===== config.mk =====
export PLATFORM = sky130hd
export DESIGN_NAME = hazard_fwd_ctrl
export DESIGN_NICKNAME = d
export VERILOG_FILES = /design/src/rtl/hazard_fwd_ctrl_pkg.sv /design/src/rtl/hazard_fwd_ctrl_fwd_sel.sv /design/src/rtl/hazard_fwd_ctrl.sv
export SDC_FILE = /design/constraint.sdc
export NUM_CORES = 1
export LEC_CHECK = 0
export CELL_PAD_IN_SITES_DETAIL_PLACEMENT = 1
export CELL_PAD_IN_SITES_GLOBAL_PLACEMENT = 2
export CORE_ASPECT_RATIO = 0.7
export CORE_MARGIN = 2
export CORE_UTILIZATION = 34
export CTS_BUF_LIST = sky130_fd_sc_hd__clkbuf_16
export CTS_CLUSTER_SIZE = 30
export DETAILED_ROUTE_END_ITERATION = 8
export GPL_TIMING_DRIVEN = 0
export HOLD_SLACK_MARGIN = 0.1
export PLACE_DENSITY_LB_ADDON = 0.1
export SYNTH_ARGS = -nofsm -noshare
export SYNTH_HDL_FRONTEND = slang
export SYNTH_HIERARCHICAL = 1
export SYNTH_SLANG_ARGS = --single-unit

===== constraint.sdc =====
create_clock -name clk -period 5.6 [get_ports clk]
set_clock_uncertainty 0.2 [all_clocks]
set_input_delay 1.12 -clock clk [delete_from_list [all_inputs] [get_ports clk]]
set_output_delay 1.12 -clock clk [all_outputs]
set_load 0.02 [all_outputs]

===== src/rtl/hazard_fwd_ctrl_pkg.sv =====
// Shared definitions for the forwarding / load-use hazard controller:
// writeback-source codes, forward-word constants and the pipeline slot record.
package hazard_fwd_ctrl_pkg;

    // Writeback source selects (idWbSel encoding)
    localparam logic [1:0] WB_ADDPC = 2'b00;
    localparam logic [1:0] WB_MEM   = 2'b01;
    localparam logic [1:0] WB_ALU   = 2'b10;
    localparam logic [1:0] WB_IMM8  = 2'b11;

    // Forward words: bit3 enable, bit2 0=EX/MEM latch 1=MEM/WB latch, bits1:0 source
    localparam logic [3:0] FW_NONE      = 4'b0000;
    localparam logic [3:0] FW_X2X_ADDPC = 4'b1000;
    localparam logic [3:0] FW_X2X_ALU   = 4'b1010;
    localparam logic [3:0] FW_X2X_IMM8  = 4'b1011;
    localparam logic [3:0] FW_M2X_ADDPC = 4'b1100;
    localparam logic [3:0] FW_M2X_MEM   = 4'b1101;
    localparam logic [3:0] FW_M2X_ALU   = 4'b1110;
    localparam logic [3:0] FW_M2X_IMM8  = 4'b1111;

    localparam logic [15:0] STALL_CNT_MAX = 16'hFFFF;

    // One in-flight producer: valid only when it writes the register file
    typedef struct packed {
        logic       valid;
        logic [2:0] dest;
        logic [1:0] wb_sel;
    } slot_t;

    localparam slot_t SLOT_EMPTY = '{valid: 1'b0, dest: 3'd0, wb_sel: 2'd0};

    // EX/MEM-latch forward word for a producer one ahead (never called for WB_MEM)
    function automatic logic [3:0] x2x_code(input logic [1:0] wb_sel);
        return {2'b10, wb_sel};
    endfunction

    // MEM/WB-latch forward word for a producer two ahead
    function automatic logic [3:0] m2x_code(input logic [1:0] wb_sel);
        return {2'b11, wb_sel};
    endfunction

endpackage


===== src/rtl/hazard_fwd_ctrl_fwd_sel.sv =====
// Per-operand forward selection: compares one decode source register against
// the EX and MEM producer slots and returns the forward word plus a load-use hit.
import hazard_fwd_ctrl_pkg::*;

module fwd_sel (
    input  logic       id_valid_i,
    input  logic       uses_i,
    input  logic [2:0] rs_i,
    input  slot_t      ex_slot_i,
    input  slot_t      mem_slot_i,
    output logic [3:0] fw_word_o,
    output logic       load_hit_o
);

    logic reads;
    logic ex_match;
    logic mem_match;

    assign reads     = id_valid_i & uses_i;
    assign ex_match  = reads & ex_slot_i.valid  & (ex_slot_i.dest  == rs_i);
    assign mem_match = reads & mem_slot_i.valid & (mem_slot_i.dest == rs_i);

    // A load one ahead cannot be forwarded yet; it is a load-use hit instead
    assign load_hit_o = ex_match & (ex_slot_i.wb_sel == WB_MEM);

    // Younger producer (EX slot) wins over the older one (MEM slot)
    always_comb begin
        fw_word_o = FW_NONE;
        if (ex_match && (ex_slot_i.wb_sel != WB_MEM)) begin
            fw_word_o = x2x_code(ex_slot_i.wb_sel);
        end else if (mem_match) begin
            fw_word_o = m2x_code(mem_slot_i.wb_sel);
        end
    end

endmodule


===== src/rtl/hazard_fwd_ctrl.sv =====
// Forwarding and load-use hazard controller beside the ID/EX register.
// Tracks the two producers ahead of decode, registers the forward words for the
// instruction entering EX, and raises a one-cycle load-use stall.
import hazard_fwd_ctrl_pkg::*;

module hazard_fwd_ctrl (
    input  logic        clk,
    input  logic        rst,
    input  logic        idValid,
    input  logic [2:0]  idRsA,
    input  logic [2:0]  idRsB,
    input  logic        idUsesA,
    input  logic        idUsesB,
    input  logic        idRegWrite,
    input  logic [2:0]  idDest,
    input  logic [1:0]  idWbSel,
    input  logic        memStall,
    input  logic        flush,
    output logic [3:0]  fwCntrlA,
    output logic [3:0]  fwCntrlB,
    output logic        stall,
    output logic [15:0] stallCount
);

    slot_t       ex_slot_q, ex_slot_d;
    slot_t       mem_slot_q, mem_slot_d;
    logic [3:0]  fw_a_q, fw_a_d;
    logic [3:0]  fw_b_q, fw_b_d;
    logic [15:0] stall_cnt_q, stall_cnt_d;

    logic [3:0]  fw_a_w, fw_b_w;
    logic        hit_a, hit_b;
    logic        hazard;
    logic        squash;

    fwd_sel u_sel_a (
        .id_valid_i (idValid),
        .uses_i     (idUsesA),
        .rs_i       (idRsA),
        .ex_slot_i  (ex_slot_q),
        .mem_slot_i (mem_slot_q),
        .fw_word_o  (fw_a_w),
        .load_hit_o (hit_a)
    );

    fwd_sel u_sel_b (
        .id_valid_i (idValid),
        .uses_i     (idUsesB),
        .rs_i       (idRsB),
        .ex_slot_i  (ex_slot_q),
        .mem_slot_i (mem_slot_q),
        .fw_word_o  (fw_b_w),
        .load_hit_o (hit_b)
    );

    // Flush beats the hazard; a frozen pipeline defers it until memStall drops
    assign hazard = hit_a | hit_b;
    assign stall  = hazard & ~flush & ~memStall;
    assign squash = stall | flush;

    // Next-state for slots, forward words and the saturating stall counter
    always_comb begin
        ex_slot_d   = ex_slot_q;
        mem_slot_d  = mem_slot_q;
        fw_a_d      = fw_a_q;
        fw_b_d      = fw_b_q;
        stall_cnt_d = stall_cnt_q;
        if (!memStall) begin
            mem_slot_d = ex_slot_q;
            if (squash || !idValid) begin
                ex_slot_d = SLOT_EMPTY;
            end else begin
                ex_slot_d = '{valid: idRegWrite, dest: idDest, wb_sel: idWbSel};
            end
            fw_a_d = squash ? FW_NONE : fw_a_w;
            fw_b_d = squash ? FW_NONE : fw_b_w;
            if (stall && (stall_cnt_q != STALL_CNT_MAX)) begin
                stall_cnt_d = stall_cnt_q + 16'd1;
            end
        end
    end

    // State registers; reset empties both slots so no stale producer survives
    always_ff @(posedge clk or posedge rst) begin
        if (rst) begin
            ex_slot_q   <= SLOT_EMPTY;
            mem_slot_q  <= SLOT_EMPTY;
            fw_a_q      <= FW_NONE;
            fw_b_q      <= FW_NONE;
            stall_cnt_q <= 16'd0;
        end else begin
            ex_slot_q   <= ex_slot_d;
            mem_slot_q  <= mem_slot_d;
            fw_a_q      <= fw_a_d;
            fw_b_q      <= fw_b_d;
            stall_cnt_q <= stall_cnt_d;
        end
    end

    assign fwCntrlA   = fw_a_q;
    assign fwCntrlB   = fw_b_q;
    assign stallCount = stall_cnt_q;

endmodule


# == After elaboration in Yosys (flattened, before gate mapping) ==
# Index checks and enable logic that the tools add are counted.
# totals
in_bits,19
mem_count,0
mem_bits_rw,0
reg_bits,36
rom_bits,0
wordCells,48
out_inout_bits,25
latchBits,0
# op_classes
n_div,0
add_sub_neg,1
multipliers,0
mux,7
n_lt_le_gt_ge,0
n_eq_ne,7
reduce_logical,6
n_bitwise,18
shift,0
# ops
operator,count
$mux 4,6
$add 16x1->16 const B,1
$ne 16x16->1 const B,1
$and 1x1->1,14
$eq 3x3->1,4
$mux 6,1
$logic_and 1x1->1,3
$eq 2x1->1 const B,1
$ne 2x1->1 const B,1
$not 1->1,2
$or 1x1->1,2
$reduce_and 2->1,1
$logic_not 1->1,1
$logic_or 1x1->1,1

# == Longest topological paths before layout ==
# Gate-level depths: netlist of run 1.
# logic_depth
word_depth,10
mapped_depth,9
mapped_depth_nobuf,7

# == Modules after synthesis ==
# Netlist of run 1, hierarchy kept.
# by_module_without_submodules
mod,seq_area_each_um2,n_inst,cells_each,area_each_um2
hazard_fwd_ctrl,900.9,1,122,1554.0
fwd_sel,0.0,2,23,170.2

# == Worst setup path before layout of run 1 ==
# Ideal clock, no wire load.
# synth_path
kind,input to output
startpoint,input port idRsB[0]
endpoint,output port stall
required_ns,4.280
slack_ns,1.894
path_buffers,1
cell_stages,7
arrival_ns,2.386
cell_sequence,xor2_1 > nor4_1 > and3b_1 > or2_1 > clkbuf_2 > nand2_1 > inv_1
# synth_between
elab_chain_len,6
# synth_lines
item,line_no,text
"start, declared",hazard_fwd_ctrl.sv:11,"input logic [2:0] idRsB,"
$eq 3x3->1,hazard_fwd_ctrl_fwd_sel.sv:20,assign ex_match = reads & ex_slot_i.valid & (ex_slot_i.dest == rs_i);
$and 1x1->1,hazard_fwd_ctrl_fwd_sel.sv:20,
$and 1x1->1,hazard_fwd_ctrl_fwd_sel.sv:24,assign load_hit_o = ex_match & (ex_slot_i.wb_sel == WB_MEM);
named net hit_b,hazard_fwd_ctrl.sv:32,"logic hit_a, hit_b;"
$or 1x1->1,hazard_fwd_ctrl.sv:57,assign hazard = hit_a | hit_b;
$and 1x1->1 (2 in series),hazard_fwd_ctrl.sv:58,assign stall = hazard & ~flush & ~memStall;
"end, declared",hazard_fwd_ctrl.sv:21,"output logic stall,"
# The timed path passes the listed nets, and every way through them passes these cells.

# == Worst setup path after layout of run 1 ==
# layout_path
startpoint,input port idValid
endpoint,output port stall
# layout_between
elab_chain_len,7
elab_cells_between_ends,11
classes_between,11 x bitwise
# layout_lines
item,line_no,text
"start, declared",hazard_fwd_ctrl.sv:9,"input logic idValid,"
$and 1x1->1,hazard_fwd_ctrl_fwd_sel.sv:19,assign reads = id_valid_i & uses_i;
$and 1x1->1 (2 in series),hazard_fwd_ctrl_fwd_sel.sv:20,
$and 1x1->1,hazard_fwd_ctrl_fwd_sel.sv:24,
named net hit_a,hazard_fwd_ctrl.sv:32,
$or 1x1->1,hazard_fwd_ctrl.sv:57,
$and 1x1->1 (2 in series),hazard_fwd_ctrl.sv:58,
# The timed path passes the listed nets, and every way through them passes these cells.

==> results of run 1 <==
[kinds of logic (layout without fill, tap and decap cells)]
group                    Yosys count  count (layout)
multiplexers                       7               7
AND/OR/NAND/NOR                   58              58
flip-flops                        36              36
AO/OA/AOI/OAI                     29              29
XOR/XNOR                          27              27
adder cells (fa/ha/maj)            1               1
buffers and inverters             10              61
[power by group]
| group | switching [mW] | internal [mW] | total (mW) |
|---|---|---|---|
| clock network | 0.0962 | 0.160 | 0.256 |
| logic | 0.0265 | 0.0250 | 0.0515 |
| registers | 0.00931 | 0.266 | 0.276 |
[state kept, by name, summed over array words and instances (netlist names)]
| signal | cells |
|---|---|
| mem_slot_q | 6 |
| fwCntrlB | 4 |
| fwCntrlA | 4 |
| ex_slot_q | 6 |
| stallCount | 16 |
[final timing paths]
check	slack [ns]	cells after the start	end
max reg2reg	2.76	8	stallCount[1]$_DFFE_PP0P_
min	0.30	1	stallCount[15]$_DFFE_PP0P_
min in group asynchronous	1.11	2	stallCount[12]$_DFFE_PP0P_
max	0.51	9	stall
min reg2reg	0.30	1	stallCount[15]$_DFFE_PP0P_
max in group asynchronous	3.62	2	ex_slot_q[3]$_DFFE_PP0N_
[layout make-up]
cell class              instances  area share, %
repair buffers                 43          16.87
plain buffers                   6          1.079
well taps                      72          3.531
inverters                       4         0.5885
clock inverters                 3         0.4414
flip-flops and latches         36          35.31
clock buffers                   5          4.904
multi-input cells             122          37.27
[worst max-delay path, stage by stage]
cell and delay [ns]:
sky130_fd_sc_hd__clkdlybuf4s50_1 0.67, sky130_fd_sc_hd__nand3_1 0.13, sky130_fd_sc_hd__nor4_1 0.47, sky130_fd_sc_hd__and3b_1 0.24
sky130_fd_sc_hd__or2_1 0.11, sky130_fd_sc_hd__clkbuf_2 0.22, sky130_fd_sc_hd__nand2_1 0.15, sky130_fd_sc_hd__inv_1 0.08
sky130_fd_sc_hd__clkdlybuf4s50_1 0.59
[layer usage]
layer  vias to the layer above  part of all wire, %
met5                         -                    0
met4                         0                 0.50
met3                         2                  3.4
met2                        32                   43
met1                       769                   53
li1                        733                    -
[synthesized netlist by cell type]
master and count:
sky130_fd_sc_hd__dfrtp_1 36, sky130_fd_sc_hd__nor2_1 1, sky130_fd_sc_hd__buf_2 3, sky130_fd_sc_hd__and4_1 3
sky130_fd_sc_hd__ha_1 1, sky130_fd_sc_hd__clkbuf_2 1, sky130_fd_sc_hd__nor2_2 1, sky130_fd_sc_hd__nand4b_1 2
sky130_fd_sc_hd__nand2_1 5, sky130_fd_sc_hd__and2_0 1, sky130_fd_sc_hd__mux2_2 7, sky130_fd_sc_hd__xnor2_1 6
sky130_fd_sc_hd__xor2_1 21, sky130_fd_sc_hd__nor4b_2 1, sky130_fd_sc_hd__and3b_1 2, sky130_fd_sc_hd__and4_4 1
sky130_fd_sc_hd__nand2b_1 2, sky130_fd_sc_hd__a21bo_2 2, sky130_fd_sc_hd__o21bai_1 1, sky130_fd_sc_hd__or4_4 2
sky130_fd_sc_hd__nand4_4 1, sky130_fd_sc_hd__o31ai_1 2, sky130_fd_sc_hd__a22o_1 14, sky130_fd_sc_hd__a21oi_1 8
sky130_fd_sc_hd__or2_1 1, sky130_fd_sc_hd__nand4_1 11, sky130_fd_sc_hd__and3_1 2, sky130_fd_sc_hd__a211oi_1 2
sky130_fd_sc_hd__nor3_4 1, sky130_fd_sc_hd__nor4_1 6, sky130_fd_sc_hd__inv_1 4, sky130_fd_sc_hd__and2_2 1
sky130_fd_sc_hd__nand3_1 7, sky130_fd_sc_hd__nor3_1 6, sky130_fd_sc_hd__clkbuf_1 2, sky130_fd_sc_hd__and4_2 1
==> qor.json, run 1 <==
{
  "finish": {
    "area_taken_by_multi_input_logic_gates_um2": 950.9,
    "final_cell_area_um2": 2551,
    "layout.core_utilization_pct": 48.02,
    "mostFrequentLayoutCells": "sky130_fd_sc_hd__clkdlybuf4s50_1 (43), sky130_fd_sc_hd__dfrtp_1 (36), sky130_fd_sc_hd__xor2_1 (21), sky130_fd_sc_hd__a22o_1 (14), sky130_fd_sc_hd__nand4_1 (11)",
    "insertedDiodeCount": 0,
    "drive_gt1_share_pct": 12.79,
    "fillCellCount": 585,
    "sequential_cell_area_um2": 900.9,
    "post_layout_nonfiller_instances": 291,
    "final_common_cell": "sky130_fd_sc_hd__clkdlybuf4s50_1",
    "nNetsFinal": 238,
    "area_delta_synth_final_pct": 34.68
  },
  "critical_path": {
    "r2r-start": "ex_slot_q[2]$_DFFE_PP0N_",
    "crit_arrival_ns": 3.77,
    "worstPathRequired_ns": 4.28,
    "crit_start": "idValid",
    "timing_worst_setup_path_type": "input pin to output pin",
    "critPathCaptureType": "output pin",
    "path_max_fanout": 11,
    "start_kind": "input pin"
  },
  "grt": {
    "groute.layer.met3.usage_pct": 3.394,
    "pin_count_of_the_biggest_net_entering_global_routing": 37,
    "grt_pass1_vias": 1546,
    "grt.met2_usage_pct": 25.36,
    "top_usage_layer": "met1",
    "grt_antenna_before_repair": 0,
    "grt_first_pass_wirelength_um": 8010,
    "grt_usage_pct": 16.96,
    "grt.overflow.total": 0,
    "groute.layer.met1.usage_pct": 25.46
  },
  "die": {
    "die-height_um": 66.45,
    "io-pin-count": 44,
    "floorplan.die.width_um": 93.22,
    "std_cell_rows": 22,
    "starting_density_pct": 35.66,
    "fp.dieArea_um2": 6194,
    "design.core.area_um2": 5313
  },
  "cts": {
    "clock_latency_ns": 0.27,
    "cts.hold.buffers_added": 0,
    "clock_tree.buffer_depth": 2,
    "cts-resized-gates": 0,
    "clock-sinks": 36,
    "numCtsBuffers": 5,
    "cts_setup_buffers": 0,
    "htree_levels": 2,
    "cts.reportedPaths.clkPinSlew_ns": 0.05,
    "clk_root_buffer_cell": "sky130_fd_sc_hd__clkbuf_16",
    "clock_tree_from_tritoncts": "yes"
  },
  "synth": {
    "synth.mux.area_fraction_pct": 4.161,
    "synth_simple_gate_area_share_pct": 21.27,
    "synth_area_leaders": "sky130_fd_sc_hd__dfrtp_1 (48%), sky130_fd_sc_hd__xor2_1 (9.7%), sky130_fd_sc_hd__a22o_1 (6.5%)",
    "yosys.area.top_type": "sky130_fd_sc_hd__dfrtp_1",
    "yosys_warnings": 6,
    "synth-compound-area-share_pct": 11.62,
    "syn-cell-area_um2": 1894,
    "ys_seq_area_share_pct": 47.56,
    "ys_ff_latch": 36,
    "mapped_avg_cell_area_um2": 11.28,
    "synthDominantCellAreaShare_pct": 47.56,
    "synth_xor_area_share_pct": 12.48,
    "synth_top_family_by_area": "simple AND/OR/NAND/NOR gates",
    "synth_cell_type_count": 36,
    "synth_adder_area_share_pct": 0.6605,
    "synthesis.nets": 188,
    "synthCells": 168
  },
  "sta": {
    "period_needed_ns": 5.091,
    "timing_hold_violations_final": 0,
    "final_cycle_utilization_of_the_critical_path_pct": 90.91,
    "finalSetupViolations": 0,
    "finalMaxSlewViolations": 0,
    "hold_slack_ns": 0.3007,
    "timing_worst_slew_pin_value_ns": 0.7340,
    "slew_headroom_pct": 50.99,
    "layout_setup_ws_ns": 0.5091,
    "fin_tns_setup_ns": 0,
    "maxClockFrequency_ghz": 0.1964,
    "grt_setup_unrepaired": "no"
  },
  "routing": {
    "route.detailed.vias_per_inst": 5.278,
    "drt.antenna.violating_nets": 0,
    "route.detailed.drc": 0,
    "drt-initial-drc-count": 40,
    "num_vias": 1536,
    "detail_route.first_pass.iterations": 4,
    "wl_per_cell_um": 16.64,
    "detail_route.wirelength_um": 4843
  },
  "pwr": {
    "worst_ir_drop_vdd_mv": 0.1194,
    "power.density_nw_per_um2": 228.6,
    "power_mw": 0.5831,
    "static-leakage-power_nw": 1.171
  },
  "status": {
    "run_status": "finished clean"
  },
  "place": {
    "portBuffers": 43,
    "place.gp.congestion": 0.7769,
    "post-place-ws_ns": 0.5658,
    "dpl-instance-area_um2": 2415,
    "dp_hpwl_um": 3796,
    "placed_cells": 283
  },
  "min_path": {
    "hp-class": "flip-flop to flip-flop",
    "hp-start": "stallCount[15]$_DFFE_PP0P_"
  },
  "flow_run": {
    "cap_violations": 0
  }
}
(Power assumes the default switching activity.)
==> run 2: changes to the inputs <==
Settings changed: CORE_UTILIZATION 34 to 32.
Clock period 5.6 ns to 5.8 ns, I/O delays scaled along.
==> run 2 against run 1 <==
  * Via count shrank 0.78%
  * Critical endpoint unchanged
  * Total power shrank 2.9%
  * Clock power shrank 3%
  * Clock-buffer cell count is the same
  * Combinational power is essentially flat
  * Critical path depth is the same
  * Global-route usage grew 0.20 points
  * Sequential power shrank 4%
==> qor.json, run 2 (same netlist as run 1, synthesis figures left out) <==
{
  "finish": {
    "mostFrequentLayoutCells": "sky130_fd_sc_hd__clkdlybuf4s50_1 (43), sky130_fd_sc_hd__dfrtp_1 (36), sky130_fd_sc_hd__xor2_1 (21), sky130_fd_sc_hd__a22o_1 (14), sky130_fd_sc_hd__nand4_1 (11)",
    "nNetsFinal": {"value": 239, "change": "+0.42%"},
    "final_cell_area": {"value": 2582, "unit": "um2", "change": "+1.2%"},
    "fillCellCount": {"value": 632, "change": "+8.0%"},
    "drive_gt1_share": {"value": 12.73, "unit": "%", "change": "-0.058 points"},
    "largest_register_ff_count": {"value": 16, "change": "unchanged"},
    "area_delta_synth_final_pct": 36.33,
    "post_layout_nonfiller_instances": {"value": 295, "change": "+1.4%"},
    "final_common_cell": "sky130_fd_sc_hd__clkdlybuf4s50_1",
    "insertedDiodeCount": {"value": 0, "change": "unchanged"}
  },
  "grt": {
    "grt_pass1_vias": {"value": 1575, "change": "+1.9%"},
    "pin_count_of_the_biggest_net_entering_global_routing": {"value": 21, "change": "-43%"},
    "grt_usage": {"value": 17.16, "unit": "%", "change": "+0.20 points"},
    "grt_antenna_before_repair": {"value": 0, "change": "unchanged"},
    "grt_first_pass_wirelength": {"value": 8273, "unit": "um", "change": "+3.3%"},
    "grt.overflow.total": {"value": 0, "change": "unchanged"}
  },
  "critical_path": {
    "start_kind": "input pin",
    "crit_arrival": {"value": 3.76, "unit": "ns", "change": "about the same"},
    "worstPathRequired": {"value": 4.44, "unit": "ns", "change": "+0.16 ns"},
    "timing_worst_setup_path_type": "input pin to output pin",
    "critPathCaptureType": "output pin",
    "path_max_fanout": {"value": 6, "change": "-5"}
  },
  "routing": {
    "num_vias": {"value": 1524, "change": "-0.78%"},
    "drt-initial-drc-count": {"value": 20, "change": "-50%"},
    "wl_per_cell": {"value": 16.44, "unit": "um", "change": "-1.2%"},
    "detail_route.wirelength": {"value": 4851, "unit": "um", "change": "+0.17%"},
    "route.detailed.vias_per_inst": {"value": 5.166, "change": "-2.1%"},
    "route.detailed.drc": {"value": 0, "change": "unchanged"},
    "drt.antenna.violating_nets": {"value": 0, "change": "unchanged"},
    "detail_route.first_pass.iterations": {"value": 4, "change": "unchanged"}
  },
  "cts": {
    "clk_root_buffer_cell": "sky130_fd_sc_hd__clkbuf_16",
    "numCtsBuffers": {"value": 5, "change": "unchanged"},
    "cts_setup_buffers": {"value": 0, "change": "unchanged"},
    "clock-sinks": {"value": 36, "change": "unchanged"},
    "cts.hold.buffers_added": {"value": 0, "change": "unchanged"},
    "htree_levels": {"value": 2, "change": "unchanged"},
    "cts-resized-gates": {"value": 0, "change": "unchanged"},
    "clock_latency": {"value": 0.28, "unit": "ns", "change": "about the same"},
    "cts.reportedPaths.clkPinSlew": {"value": 0.05, "unit": "ns", "change": "about the same"},
    "clock_tree_from_tritoncts": "yes",
    "clock_tree.buffer_depth": {"value": 2, "change": "unchanged"}
  },
  "pwr": {
    "static-leakage-power": {"value": 1.185, "unit": "nW", "change": "+1.2%"},
    "power.net_switching": {"value": 0.1290, "unit": "mW", "change": "-2.3%"},
    "power.share.switching": {"value": 22.77, "unit": "%", "change": "+0.14 points"},
    "worst_ir_drop_vdd": {"value": 0.09637, "unit": "mV", "change": "-19%"},
    "clock_power_share": {"value": 44.0, "unit": "%", "change": "about the same"},
    "intPower": {"value": 0.4374, "unit": "mW", "change": "-3.0%"},
    "power.density": {"value": 219.3, "unit": "nW/um2", "change": "-4.0%"},
    "power.sequential.fraction": {"value": 46.9, "unit": "%", "change": "-0.4 points"},
    "power.combinational.fraction": {"value": 9.1, "unit": "%", "change": "+0.3 points"}
  },
  "sta": {
    "timing_worst_slew_pin_value": {"value": 0.7389, "unit": "ns", "change": "+0.004883 ns"},
    "slew_headroom": {"value": 50.68, "unit": "%", "change": "-0.31 points"},
    "timing_hold_violations_final": {"value": 0, "change": "unchanged"},
    "fin_tns_setup": {"value": 0, "unit": "ns", "change": "unchanged"},
    "finalSetupViolations": {"value": 0, "change": "unchanged"},
    "finalMaxSlewViolations": {"value": 0, "change": "unchanged"},
    "final_cycle_utilization_of_the_critical_path_pct": 88.35,
    "grt_setup_unrepaired": "no",
    "period_needed_ns": 5.124,
    "maxClockFrequency_ghz": 0.1951
  },
  "flow_run": {
    "cap_violations": {"value": 0, "change": "unchanged"}
  },
  "die": {
    "starting_density": {"value": 33.08, "unit": "%", "change": "-2.6 points"},
    "std_cell_rows": {"value": 23, "change": "+4.5%"},
    "design.core.area": {"value": 5727, "unit": "um2", "change": "+7.8%"},
    "floorplan.die.width": {"value": 95.96, "unit": "um", "change": "+2.9%"},
    "io-pin-count": {"value": 44, "change": "unchanged"},
    "fp.dieArea": {"value": 6561, "unit": "um2", "change": "+5.9%"},
    "die-height": {"value": 68.37, "unit": "um", "change": "+2.9%"}
  },
  "place": {
    "place.gp.congestion": {"value": 0.8714, "change": "+12%"},
    "placed_cells": {"value": 287, "change": "+1.4%"},
    "dp_hpwl": {"value": 3849, "unit": "um", "change": "+1.4%"},
    "dpl-instance-area": {"value": 2446, "unit": "um2", "change": "+1.3%"},
    "portBuffers": {"value": 43, "change": "unchanged"}
  },
  "min_path": {
    "hp-class": "flip-flop to flip-flop"
  },
  "status": {
    "run_status": "finished clean"
  }
}
-- run 2: cell types whose count changed in the layout (fill, tap and decap cells not counted) --
cell                     previous run  this run
sky130_fd_sc_hd__buf_16             0         1
sky130_fd_sc_hd__inv_1              5         6
sky130_fd_sc_hd__inv_2              1         0
-- run 2: worst paths after layout --
kind                                                 start                          to  slack, ns  cells past startpoint
min in group asynchronous                              rst   stallCount[3]$_DFFE_PP0P_       1.12                      2
worst min register to register  stallCount[15]$_DFFE_PP0P_  stallCount[15]$_DFFE_PP0P_       0.30                      1
worst max register to register    ex_slot_q[2]$_DFFE_PP0N_   stallCount[1]$_DFFE_PP0P_       3.00                      8
worst max-delay path                              idRsA[0]                       stall       0.68                      9
max in group asynchronous                              rst   mem_slot_q[3]$_DFFE_PP0N_       3.73                      3
worst min-delay path            stallCount[15]$_DFFE_PP0P_  stallCount[15]$_DFFE_PP0P_       0.30                      1
-- run 2: metal layers --
layer,vias to the layer above,global-route usage (%),part of all wire (%)
met5,-,0,0
met4,0,5.893,1.2
met3,6,4.626,3.9
met2,30,23.78,41
met1,749,25.46,54
li1,739,-,-
-- run 2: cell type report --
cell class	count	area, um2	area share (%)
plain buffers	6	27.53	1.066
clock inverters	3	11.26	0.4360
flip-flops and latches	36	900.9	34.88
multi-input cells	122	950.9	36.82
repair buffers	44	457.9	17.73
well taps	75	93.84	3.634
clock buffers	5	125.1	4.845
inverters	4	15.01	0.5814
-- run 2: critical path, stage by stage --
cell	delay (ns)
sky130_fd_sc_hd__clkdlybuf4s50_1	0.46
sky130_fd_sc_hd__xor2_1	0.22
sky130_fd_sc_hd__nor4_1	0.55
sky130_fd_sc_hd__and3b_1	0.22
sky130_fd_sc_hd__or2_1	0.10
sky130_fd_sc_hd__clkbuf_2	0.21
sky130_fd_sc_hd__nand2_1	0.16
sky130_fd_sc_hd__inv_1	0.08
sky130_fd_sc_hd__clkdlybuf4s50_1	0.59
-- run 2: power groups by stage --
stage / combinational, mW / sequential, mW / clock [mW]
final: 0.0514 / 0.266 / 0.249
after floorplan: 0.0263 / 0.267 / 0
after global routing: 0.0566 / 0.267 / 0.270
after detailed placement: 0.0523 / 0.270 / 0
after global placement: 0.0479 / 0.270 / 0
after CTS: 0.0526 / 0.266 / 0.258
-- run 2: through the flow --
step	hold slack, ns	worst slack [ns]	utilization (%)	power [mW]
2_1_floorplan	0.2866	2.014	-	0.2934
3_3_place_gp	0.2816	0.7303	42.23	0.3178
6_report	0.2992	0.6755	45.10	0.5664
3_5_place_dp	0.2898	0.7209	42.71	0.3227
4_1_cts	0.3009	0.7076	45.10	0.5760
5_1_grt	0.3188	0.4949	45.10	0.5930
